[config.mk]
export PLATFORM = sky130hd
export DESIGN_NAME = mux_gamma_scheduler
export DESIGN_NICKNAME = d
export VERILOG_FILES = /design/src/rtl/mux_gamma_scheduler.sv
export SDC_FILE = /design/constraint.sdc
export NUM_CORES = 1
export LEC_CHECK = 0
export ABC_AREA = 1
export CAP_MARGIN = 40
export CORE_AREA = 2 2 52 54
export DETAILED_ROUTE_END_ITERATION = 12
export DIE_AREA = 0 0 54 56
export MAX_ROUTING_LAYER = met4
export PLACE_DENSITY = 0.75
export REMOVE_ABC_BUFFERS = 1
export SETUP_SLACK_MARGIN = 0.05
export SLEW_MARGIN = 20
export SYNTH_ARGS = -nofsm -noshare
export SYNTH_HDL_FRONTEND = slang
export SYNTH_SLANG_ARGS = --single-unit
[constraint.sdc]
create_clock -name clk -period 2.5 [get_ports clk]
set_input_delay 0.625 -clock clk [delete_from_list [all_inputs] [get_ports clk]]
set_output_delay 0.625 -clock clk [all_outputs]
set_load 0.02 [all_outputs]
[src/rtl/mux_gamma_scheduler.sv]
// Shares one column between two networks per gamma (A run, gap, B run, gap) and drives a ping-pong replay buffer.
// Latency: control outputs decode the current state; spike results register one clk after a phase's last clock.
// No backpressure: grst paces the block; an early gamma edge aborts and sets sticky overrun. Option: MUX_SPIKE_TIME_EN.
module mux_gamma_scheduler #(
  parameter int Q         = 2,
  parameter int PHASE_LEN = 8,
  parameter int GAP_LEN   = 1,
  localparam int AW       = (PHASE_LEN > 1) ? $clog2(PHASE_LEN) : 1,
  localparam int TW       = $clog2(PHASE_LEN + 1),
  localparam int PERIOD   = 2 * (PHASE_LEN + GAP_LEN),
  localparam int CW       = $clog2(PERIOD)
) (
  input  logic                 clk,
  input  logic                 rstb,
  input  logic                 grst,
  input  logic [Q-1:0]         col_spikes,
  output logic                 wr_en,
  output logic                 wr_bank,
  output logic [AW-1:0]        wr_addr,
  output logic                 rd_bank,
  output logic                 rd_net,
  output logic [AW-1:0]        rd_addr,
  output logic                 col_rst,
  output logic [Q-1:0]         output_spikes1,
  output logic [Q-1:0]         output_spikes2,
  output logic                 valid1,
  output logic                 valid2,
`ifdef MUX_SPIKE_TIME_EN
  output logic [Q-1:0][TW-1:0] spike_time1,
  output logic [Q-1:0][TW-1:0] spike_time2,
`endif
  output logic                 overrun
);

  typedef enum logic [2:0] {IDLE, RUN_A, GAP_A, RUN_B, GAP_B} state_t;

  localparam logic [CW-1:0] A_LAST  = CW'(PHASE_LEN - 1);
  localparam logic [CW-1:0] GA_LAST = CW'(PHASE_LEN + GAP_LEN - 1);
  localparam logic [CW-1:0] B_BASE  = CW'(PHASE_LEN + GAP_LEN);
  localparam logic [CW-1:0] B_LAST  = CW'(2 * PHASE_LEN + GAP_LEN - 1);
  localparam logic [CW-1:0] G_LAST  = CW'(PERIOD - 1);

  state_t        state, state_nxt;
  logic [CW-1:0] cnt, cnt_nxt;
  logic          grst_d;
  logic          start;
  logic          primed;
  logic [Q-1:0]  acc;
  logic          acc_en;
  logic          pub_a;
  logic          pub_b;
  logic          abort;
  logic          set_primed;
  logic [AW-1:0] slot;

  assign start   = grst & ~grst_d;
  assign rd_bank = ~wr_bank;

  always_ff @(posedge clk or negedge rstb) begin
    if (!rstb) begin
      state <= IDLE;
      cnt   <= '0;
    end else begin
      state <= state_nxt;
      cnt   <= cnt_nxt;
    end
  end

  always_comb begin
    state_nxt  = state;
    cnt_nxt    = cnt;
    col_rst    = 1'b1;
    wr_en      = 1'b0;
    wr_addr    = '0;
    rd_net     = 1'b0;
    rd_addr    = '0;
    slot       = '0;
    acc_en     = 1'b0;
    pub_a      = 1'b0;
    pub_b      = 1'b0;
    abort      = 1'b0;
    set_primed = 1'b0;

    case (state)
      IDLE: begin
        cnt_nxt = '0;
      end
      RUN_A: begin
        slot    = cnt[AW-1:0];
        col_rst = 1'b0;
        wr_en   = 1'b1;
        wr_addr = slot;
        rd_addr = slot;
        acc_en  = 1'b1;
        cnt_nxt = cnt + CW'(1);
        if (cnt == A_LAST) begin
          pub_a     = 1'b1;
          state_nxt = GAP_A;
        end
      end
      GAP_A: begin
        cnt_nxt = cnt + CW'(1);
        if (cnt == GA_LAST) state_nxt = RUN_B;
      end
      RUN_B: begin
        slot    = AW'(cnt - B_BASE);
        col_rst = 1'b0;
        rd_net  = 1'b1;
        rd_addr = slot;
        acc_en  = 1'b1;
        cnt_nxt = cnt + CW'(1);
        if (cnt == B_LAST) begin
          pub_b     = 1'b1;
          state_nxt = GAP_B;
        end
      end
      GAP_B: begin
        cnt_nxt = cnt + CW'(1);
        if (cnt == G_LAST) begin
          set_primed = 1'b1;
          state_nxt  = IDLE;
          cnt_nxt    = '0;
        end
      end
      default: begin
        state_nxt = IDLE;
        cnt_nxt   = '0;
      end
    endcase

    // A gamma edge always restarts phase A; it is only an error if the schedule had not finished.
    if (start) begin
      if (state != IDLE && !(state == GAP_B && cnt == G_LAST)) abort = 1'b1;
      pub_a     = 1'b0;
      pub_b     = 1'b0;
      state_nxt = RUN_A;
      cnt_nxt   = '0;
    end
  end

  always_ff @(posedge clk or negedge rstb) begin
    if (!rstb) begin
      grst_d         <= 1'b0;
      wr_bank        <= 1'b0;
      primed         <= 1'b0;
      overrun        <= 1'b0;
      acc            <= '0;
      output_spikes1 <= '0;
      output_spikes2 <= '0;
      valid1         <= 1'b0;
      valid2         <= 1'b0;
    end else begin
      grst_d <= grst;
      valid1 <= 1'b0;
      valid2 <= 1'b0;
      if (start) wr_bank <= ~wr_bank;
      if (abort) overrun <= 1'b1;
      if (set_primed) primed <= 1'b1;
      if (start || pub_a || pub_b) acc <= '0;
      else if (acc_en) acc <= acc | col_spikes;
      // The last phase sample is folded in directly so the result lands on the first gap clock.
      if (pub_a) begin
        output_spikes1 <= acc | col_spikes;
        valid1         <= primed;
      end
      if (pub_b) begin
        output_spikes2 <= acc | col_spikes;
        valid2         <= primed;
      end
    end
  end

`ifdef MUX_SPIKE_TIME_EN
  logic [Q-1:0][TW-1:0] t_acc, t_nxt;

  // PHASE_LEN doubles as "no spike yet", so only the first spike in a phase is latched.
  always_comb begin
    t_nxt = t_acc;
    for (int i = 0; i < Q; i++) begin
      if (col_spikes[i] && t_acc[i] == TW'(PHASE_LEN)) t_nxt[i] = TW'(slot);
    end
  end

  always_ff @(posedge clk or negedge rstb) begin
    if (!rstb) begin
      t_acc       <= {Q{TW'(PHASE_LEN)}};
      spike_time1 <= '0;
      spike_time2 <= '0;
    end else begin
      if (start || pub_a || pub_b) t_acc <= {Q{TW'(PHASE_LEN)}};
      else if (acc_en) t_acc <= t_nxt;
      if (pub_a) spike_time1 <= t_nxt;
      if (pub_b) spike_time2 <= t_nxt;
    end
  end
`endif

endmodule

==> Word-level counts from Yosys, hierarchy flattened <==
Cells that the tools add are included.
{ "word_totals": {"register_bits": 20, "input_bits": 5, "out_inout_bits": 18} }
{ "op_classes": {"addsub": 2, "eq_ne": 13, "n_mux": 29, "n_bitwise": 4, "reduce_logical": 11} }
{ "op_table": {"columns": ["cell", "n"], "rows": [
  ["$mux 3", 6],
  ["$mux 1", 16],
  ["$pmux 3 s5", 1],
  ["$ne 3x3->1 const B", 4],
  ["$eq 5x5->1 const B", 2],
  ["$mux 5", 2],
  ["$pmux 5 s2", 1],
  ["$eq 3x2->1 const B", 2],
  ["$pmux 3 s2", 1],
  ["$add 5x1->5 const B", 1],
  ["$eq 5x3->1 const B", 1],
  ["$eq 5x4->1 const B", 1],
  ["$reduce_and 5->1", 1],
  ["$mux 2", 2],
  ["$eq 3x1->1 const B", 1],
  ["$eq 3x3->1 const B", 1],
  ["$logic_not 3->1", 1],
  ["$reduce_bool 3->1", 1],
  ["$reduce_or 3->1", 1],
  ["$sub 3x1->3 const B", 1],
  ["$logic_and 1x1->1", 2],
  ["$logic_or 1x1->1", 2],
  ["$ne 2x2->1 const B", 1],
  ["$not 1->1", 2],
  ["5 further kinds", 5]
]} }

==> Logic depth before layout (Yosys ltp) <==
Gate-level depths: netlist of run 1.
{ "depth": {"ltp_word": 7, "mapped_depth": 10, "mapped_depth_nobuf": 10} }

==> Least setup slack after synthesis of run 1 <==
No wires, ideal clock.
{ "synth_timing": {"path_kind": "reg-to-output", "from": "reg state[2]", "to": "out rd_addr[0]", "arrival_time_ns": 1.518, "path_slack_ns": 0.357, "path_stages_with_launch": 7, "path_cell_list": "dfrtp_1 inv_2 nand2_2 nor2_4 inv_2 nor2_1 o21bai_1"} }
{ "synth_via": {"elab_chain_len": 2, "elab_cells_between_ends": 3, "cone_classes": "eq/ne (2); mux (1)"} }
{ "synth_rtl": {"columns": ["element", "line_no", "text"], "rows": [
  ["start, declared", "43", "state_t state, state_nxt;"],
  ["start signal, assigned", "64", "state <= state_nxt;"],
  ["$eq 3x2->1 or $eq 3x1->1 (tied branches)", "84", "case (state)"],
  ["$pmux 3 s2 (*)", "84", null],
  ["end, declared", "22", "output logic [AW-1:0] rd_addr,"]
]} }
Mark *: on every way between the ends. The rest lies on a longest branch, timed or not.

==> Worst setup path after layout of run 1 <==
{ "layout_timing": {"from": "reg state[2]", "to": "out rd_net"} }
{ "layout_via": {"elab_chain_len": 2} }
{ "layout_rtl": {"columns": ["element", "line_no", "text"], "rows": [
  ["$eq 3x2->1", "84", null],
  ["$mux 1", "84", null],
  ["end, declared", "21", "output logic rd_net,"]
]} }
No other way between the ends.

==> flow_metrics.tcl, run 1 <==
set metrics [dict create \
    start_util 0.449 \
    path_buf_inv 2 \
    dp.cells 183 \
    cts_resized 6 \
    crit_type "flip-flop to output pin" \
    ir_drop_v 0.000625 \
    clk_latency_ps 310 \
    required_ps 1880 \
    fin_util 0.573 \
    cp_max_fo 5 \
    crit_path_cell_trace "inv_2, nand2_2, nor2_4, clkdlybuf4s50_1" \
    cts_made_buffers 3 \
    rr_startpoint "cnt[1]" \
    holdCritStartpoint "primed" \
    cts_tree "done" \
    r2r_cells 7 \
    ys_seq_area_frac 0.458 \
    whs_endpoint "primed" \
    period_share 0.938 \
    p_leak_nw 0.688 \
    grt_first_pass_wirelength_um 3680 \
    gp_congestion 0.858 \
    crit_path_top_delay_cell "clkdlybuf4s50_1" \
    ant_nets 0 \
    layout-drive-gt1-share 0.185 \
    fin_crit_ps 2340 \
    finalHoldViolCount 0 \
    num_antenna_cells 0 \
    coreArea_mm2 0.00243 \
    die_w_um 54 \
    stdcell_count 187 \
    worst-r2r-setup-slack_ps 1030 \
    hold_buffers 0 \
    timing.fmax_mhz 427 \
    rows 18 \
    min_path_cells 2 \
    dr.first_iter.drc_count 9 \
    io_pins 23 \
    synth_area_mm2 0.00109 \
    status "finished, final reports clean" \
    reg2reg_to "acc[1]" \
    cts_root_buf "clkbuf_4" \
    drc 0 \
    vias_per_cell 4.75 \
    area_delta_synth_final_pct 27.5 \
    ys_types 24 \
    drt-pass1-iter-count 4 \
    synth-edff-count 0 \
    arrival_ps 1720 \
    finalSetupTns_ps 0 \
    synth.most_common_cell "nand2_1" \
    grt_antenna_before_repair 0 \
    h-tree-depth 1 \
    synth-async-reset-ratio 1.00 \
    met3_usage 0.00806 \
    io_buffers 22 \
    grt_use_met2 0.258 \
    grt_use_met1 0.216 \
    syn_inst 130 \
    finalNetCount 167 \
    syn_area_per_cell_um2 8.40 \
    setup_viol 0 \
    cts_max_path_buffers 2 \
    endpoint_kind "output pin" \
    ys_ff_latch 20 \
    synthFlopType "dfrtp_1" \
    critPathLaunchType "flip-flop" \
    cts_sinks 20 \
    synth_top_area_cell "dfrtp_1" \
    postCtsSetupBuffers 0 \
    die-area_mm2 0.00302 \
    dpl.hpwl_um 1670 \
    worst_clock_skew_ps 18.3 \
    grt_max_degree 21 \
    track_usage 0.165 \
    maxCapViolations 0 \
    die_h_um 56 \
    max_stage_delay_ps 630 \
    top_usage_layer "met2" \
    power.density_mw_per_mm2 1010 \
    relSlewSlack 0.787 \
    yosys_warnings 0 \
    drt-total-wl_um 2160 \
    wl_per_cell_um 11.6 \
    routed-via-count 889 \
    grt_remaining_overflow 0 \
    clkTransAtPathRegs_ps 130 \
    synth_common_cells "24 x nand2_1, 20 x dfrtp_1, 18 x inv_1" \
    synthTopCellsByArea "dfrtp_1 46%, nand2_1 8.2%, inv_1 6.2%" \
    slew_viol_final 0 \
    hold_class "flip-flop to flip-flop" \
    cp_top_family "buffers and inverters" \
    grt_pass1_vias 856 \
    synth_top_area_frac 0.458 \
    fillers 231 \
    rsz0062_at_grt "false" \
    worst_pin_slew_ps 317 \
]
[power breakdown]
| group | internal (W) | total [W] | switching [W] |
|---|---|---|---|
| combinational | 0.000277 | 0.000699 | 0.000423 |
| clock | 0.000162 | 0.000268 | 0.000106 |
| sequential | 0.000386 | 0.000437 | 0.0000514 |
[through the flow]
stage	total power [W]	worst slack, ps	cell area [µm²]	hold WS (ps)
floorplan	0.000896	357	1070	329
global placement	0.00115	219	1350	453
detailed placement	0.00117	142	1350	469
CTS	0.00141	15.4	1400	498
global route	0.00150	62.3	1390	525
finish	0.00140	156	1390	492
[sequential cells by signal (all words and copies together) (netlist names)]
register and flops:
cnt 5, output_spikes1 2, state 3, valid2 1, grst_d 1, acc 2
valid1 1, overrun 1, output_spikes2 2, wr_bank 1, primed 1
[layout make-up]
class / count / area, µm² / share of cell area
flip-flops and latches: 20 / 500 / 0.359
multi-input cells: 86 / 487 / 0.350
repair buffers: 25 / 233 / 0.167
inverters: 22 / 82.6 / 0.0593
well taps: 30 / 37.5 / 0.0270
clock inverters: 1 / 30.0 / 0.0216
clock buffers: 3 / 22.5 / 0.0162
[placed cells by master (no fill, tap or decap), types with 2 or more instances in the layout]
| cell type | Yosys | final |
|---|---|---|
| nand2_1 | 24 | 24 |
| dfrtp_1 | 20 | 20 |
| inv_1 | 18 | 18 |
| nor2_1 | 17 | 17 |
| clkdlybuf4s50_1 | 0 | 16 |
| nand3_1 | 8 | 8 |
| nor2_2 | 5 | 5 |
| inv_2 | 4 | 4 |
| ha_1 | 4 | 4 |
| dlygate4sd2_1 | 0 | 4 |
| nand2_2 | 3 | 3 |
| o21ai_1 | 3 | 3 |
| o21ai_0 | 3 | 3 |
| a21oi_1 | 3 | 3 |
| clkbuf_4 | 0 | 3 |
| buf_4 | 0 | 3 |
| nor2_4 | 2 | 2 |
| xor2_1 | 2 | 2 |
| nor3_2 | 2 | 2 |
| o21bai_1 | 2 | 2 |
| nand3_2 | 2 | 2 |
[worst min-delay path, cell delays in order (launching register included)]
cell	delay [ps]
dfrtp_1	340
inv_1	60
nand2_1	60
[cell families after synthesis]
family | Yosys count | share of synthesized area
adder cells (fa/ha/maj) | 4 | 0.0458
flip-flops | 20 | 0.458
XOR/XNOR | 3 | 0.0241
buffers and inverters | 24 | 0.0962
AO/OA/AOI/OAI | 13 | 0.0687
AND/OR/NAND/NOR | 66 | 0.307
[how the worst max path moves through the flow]
stage	depth (start not counted)	end	startpoint
after floorplan	6	rd_addr[0]	state[2]
after global placement	5	rd_addr[2]	cnt[1]
after detailed placement	5	rd_addr[2]	cnt[1]
after CTS	5	rd_addr[2]	cnt[1]
after global routing	7	rd_addr[0]	state[2]
final	4	rd_net	state[2]
[per-layer routing]
layer | part of all wire | vias to the layer above
met5 | 0 | -
met4 | 0.020 | 0
met3 | 0.037 | 4
met2 | 0.48 | 20
met1 | 0.47 | 408
li1 | - | 457
Note: power is estimated with default switching activity, not from simulation.
==> inputs of run 2 (changes only) <==
--- a/config.mk
+++ b/config.mk
@@ -7,14 +7,15 @@
 export LEC_CHECK = 0
 export ABC_AREA = 1
 export CAP_MARGIN = 40
-export CORE_AREA = 2 2 52 54
+export CORE_AREA = 2 2 53 55
 export DETAILED_ROUTE_END_ITERATION = 12
-export DIE_AREA = 0 0 54 56
+export DIE_AREA = 0 0 55 57
 export MAX_ROUTING_LAYER = met4
-export PLACE_DENSITY = 0.75
+export PLACE_DENSITY = 0.76
 export REMOVE_ABC_BUFFERS = 1
 export SETUP_SLACK_MARGIN = 0.05
 export SLEW_MARGIN = 20
 export SYNTH_ARGS = -nofsm -noshare
 export SYNTH_HDL_FRONTEND = slang
 export SYNTH_SLANG_ARGS = --single-unit
+export TNS_END_PERCENT = 100
==> constraint.sdc (replaced) <==
create_clock -name clk -period 2 [get_ports clk]
set_input_delay 0.5 -clock clk [delete_from_list [all_inputs] [get_ports clk]]
set_output_delay 0.5 -clock clk [all_outputs]
set_load 0.02 [all_outputs]
==> run 2 against run 1 <==
Against the previous run:
- via count rose by 5.6%
- wire length rose by 8.8%
- die area increased by 3.7%
- cell count up 4.8%
- clock power down 30%
- sequential cell count stayed put
- sequential share of layout area decreased by 2.4 points
- critical path depth up 1
- non-clock buffer count grew 9
- first-iteration DRC count up 33%
- worst hold slack improved by 5.9 ps
- register-to-register slack got worse by 500 ps
==> flow_metrics.tcl, run 2 (synthesis results as in run 1) <==
set metrics [dict create \
    status "finished, final reports clean" \
    ir_drop_v 0.000846 \
    worst_pin_slew_ps 278 \
    finalNetCount 176 \
    start_util 0.418 \
    clkTransAtPathRegs_ps 110 \
    most-common-layout-cells "24 x nand2_1, 20 x dfrtp_1, 16 x inv_1" \
    finalHoldViolCount 0 \
    num_antenna_cells 0 \
    gp_congestion 0.846 \
    timing.fmax_mhz 506 \
    power.density_mw_per_mm2 1230 \
    coreArea_mm2 0.00262 \
    endpoint_kind "output pin" \
    cts_root_buf "clkbuf_4" \
    regMostFlops "cnt" \
    critPathLaunchType "flip-flop" \
    cts_tree "done" \
    path_buf_inv 2 \
    fin_crit_ps 1970 \
    cts_made_buffers 3 \
    io_buffers 22 \
    ant_nets 0 \
    area_delta_synth_final_pct 36.5 \
    routed-via-count 939 \
    dpl.hpwl_um 1740 \
    grt_max_degree 21 \
    grt_first_pass_wirelength_um 3970 \
    wl_per_cell_um 12.0 \
    io_pins 23 \
    track_usage 0.179 \
    setup_viol 0 \
    grt_remaining_overflow 0 \
    hold_buffers 0 \
    layout_commonest_cell "nand2_1" \
    dr.first_iter.drc_count 12 \
    relSlewSlack 0.814 \
    largest_reg_flops 5 \
    fillers 261 \
    p_leak_nw 0.735 \
    crit_path_cell_trace "inv_2, ha_4, or2_4, a31o_4, buf_6" \
    dpl_cell_area_mm2 0.00141 \
    die_w_um 55 \
    drt-pass1-iter-count 3 \
    crit_type "flip-flop to output pin" \
    die_h_um 57 \
    worst_clock_skew_ps 5.85 \
    h-tree-depth 1 \
    cts_max_path_buffers 2 \
    arrival_ps 1470 \
    crit_path_top_delay_cell "dfrtp_1" \
    drt-total-wl_um 2350 \
    layout-drive-gt1-share 0.315 \
    drc 0 \
    cts_sinks 20 \
    vias_per_cell 4.79 \
    grt_pass1_vias 960 \
    cp_max_fo 2 \
    required_ps 1500 \
    rsz0062_at_grt "true" \
    max_stage_delay_ps 370 \
    clk_latency_ps 300 \
    period_share 0.987 \
    grt_antenna_before_repair 0 \
    slew_viol_final 0 \
    stdcell_area_mm2 0.00149 \
    die-area_mm2 0.00314 \
    worst-r2r-setup-slack_ps 530 \
    rows 19 \
    hold_class "flip-flop to flip-flop" \
    top_regs "cnt (5), state (3)" \
    finalSetupTns_ps 0 \
    maxCapViolations 0 \
    cp_top_family "flip-flops" \
]
[run 2: final cells by class]
cell class              instances  area, µm²  share of cell area
multi-input cells              86        551               0.369
flip-flops and latches         20        500               0.336
repair buffers                 34        297               0.199
inverters                      22       82.6              0.0554
well taps                      31       38.8              0.0260
clock buffers                   3       22.5              0.0151
[run 2: worst paths after layout]
path | startpoint | to | cells past startpoint
worst max register to register | cnt[0] | output_spikes1[0] | 6
max in group asynchronous | rstb | valid1 | 2
worst min register to register | output_spikes1[1] | output_spikes1[1] | 2
worst min-delay path | output_spikes1[1] | output_spikes1[1] | 2
worst max-delay path | cnt[0] | rd_addr[2] | 5
min in group asynchronous | rstb | wr_bank | 2
[run 2: per-stage QoR]
step | hold WS (ps) | setup slack [ps] | total power, W | instances | util
final | 498 | 25.2 | 0.00184 | 196 | 0.570
after CTS | 501 | -49.4 | 0.00173 | 195 | 0.550
after global placement | 446 | -97.2 | 0.00152 | 192 | 0.540
after global routing | 523 | -27.7 | 0.00198 | 196 | 0.570
after floorplan | 204 | -18.4 | 0.00112 | 128 | -
after detailed placement | 473 | -126 | 0.00155 | 192 | 0.540
[run 2: power breakdown]
part           internal, W  switching, W  total (W)  leakage (nW)
registers         0.000482     0.0000635   0.000546         0.260
clock network    0.0000703      0.000117   0.000187        0.0138
logic             0.000488      0.000619    0.00111         0.461
[run 2: what timing repair did]
item | CTS | global route
buffers inserted | 0 | 1
gates resized for setup | 34 | 16
gates cloned | 0 | 0
endpoints found under the setup margin | 9 | 9
pin swaps | 1 | 2
[run 2: worst min-delay path, stage by stage, from the launching register on]
cell and delay [ps]:
dfrtp_1 360, nand2_1 50, o21ai_0 60
[run 2: routing by layer]
metal / GRT usage / share of wire / routed length, µm
met1: 0.213 / 0.39 / 925
met2: 0.296 / 0.55 / 1300
met3: 0.0262 / 0.044 / 104
met4: 0.0732 / 0.0094 / 22
met5: - / 0 / 0
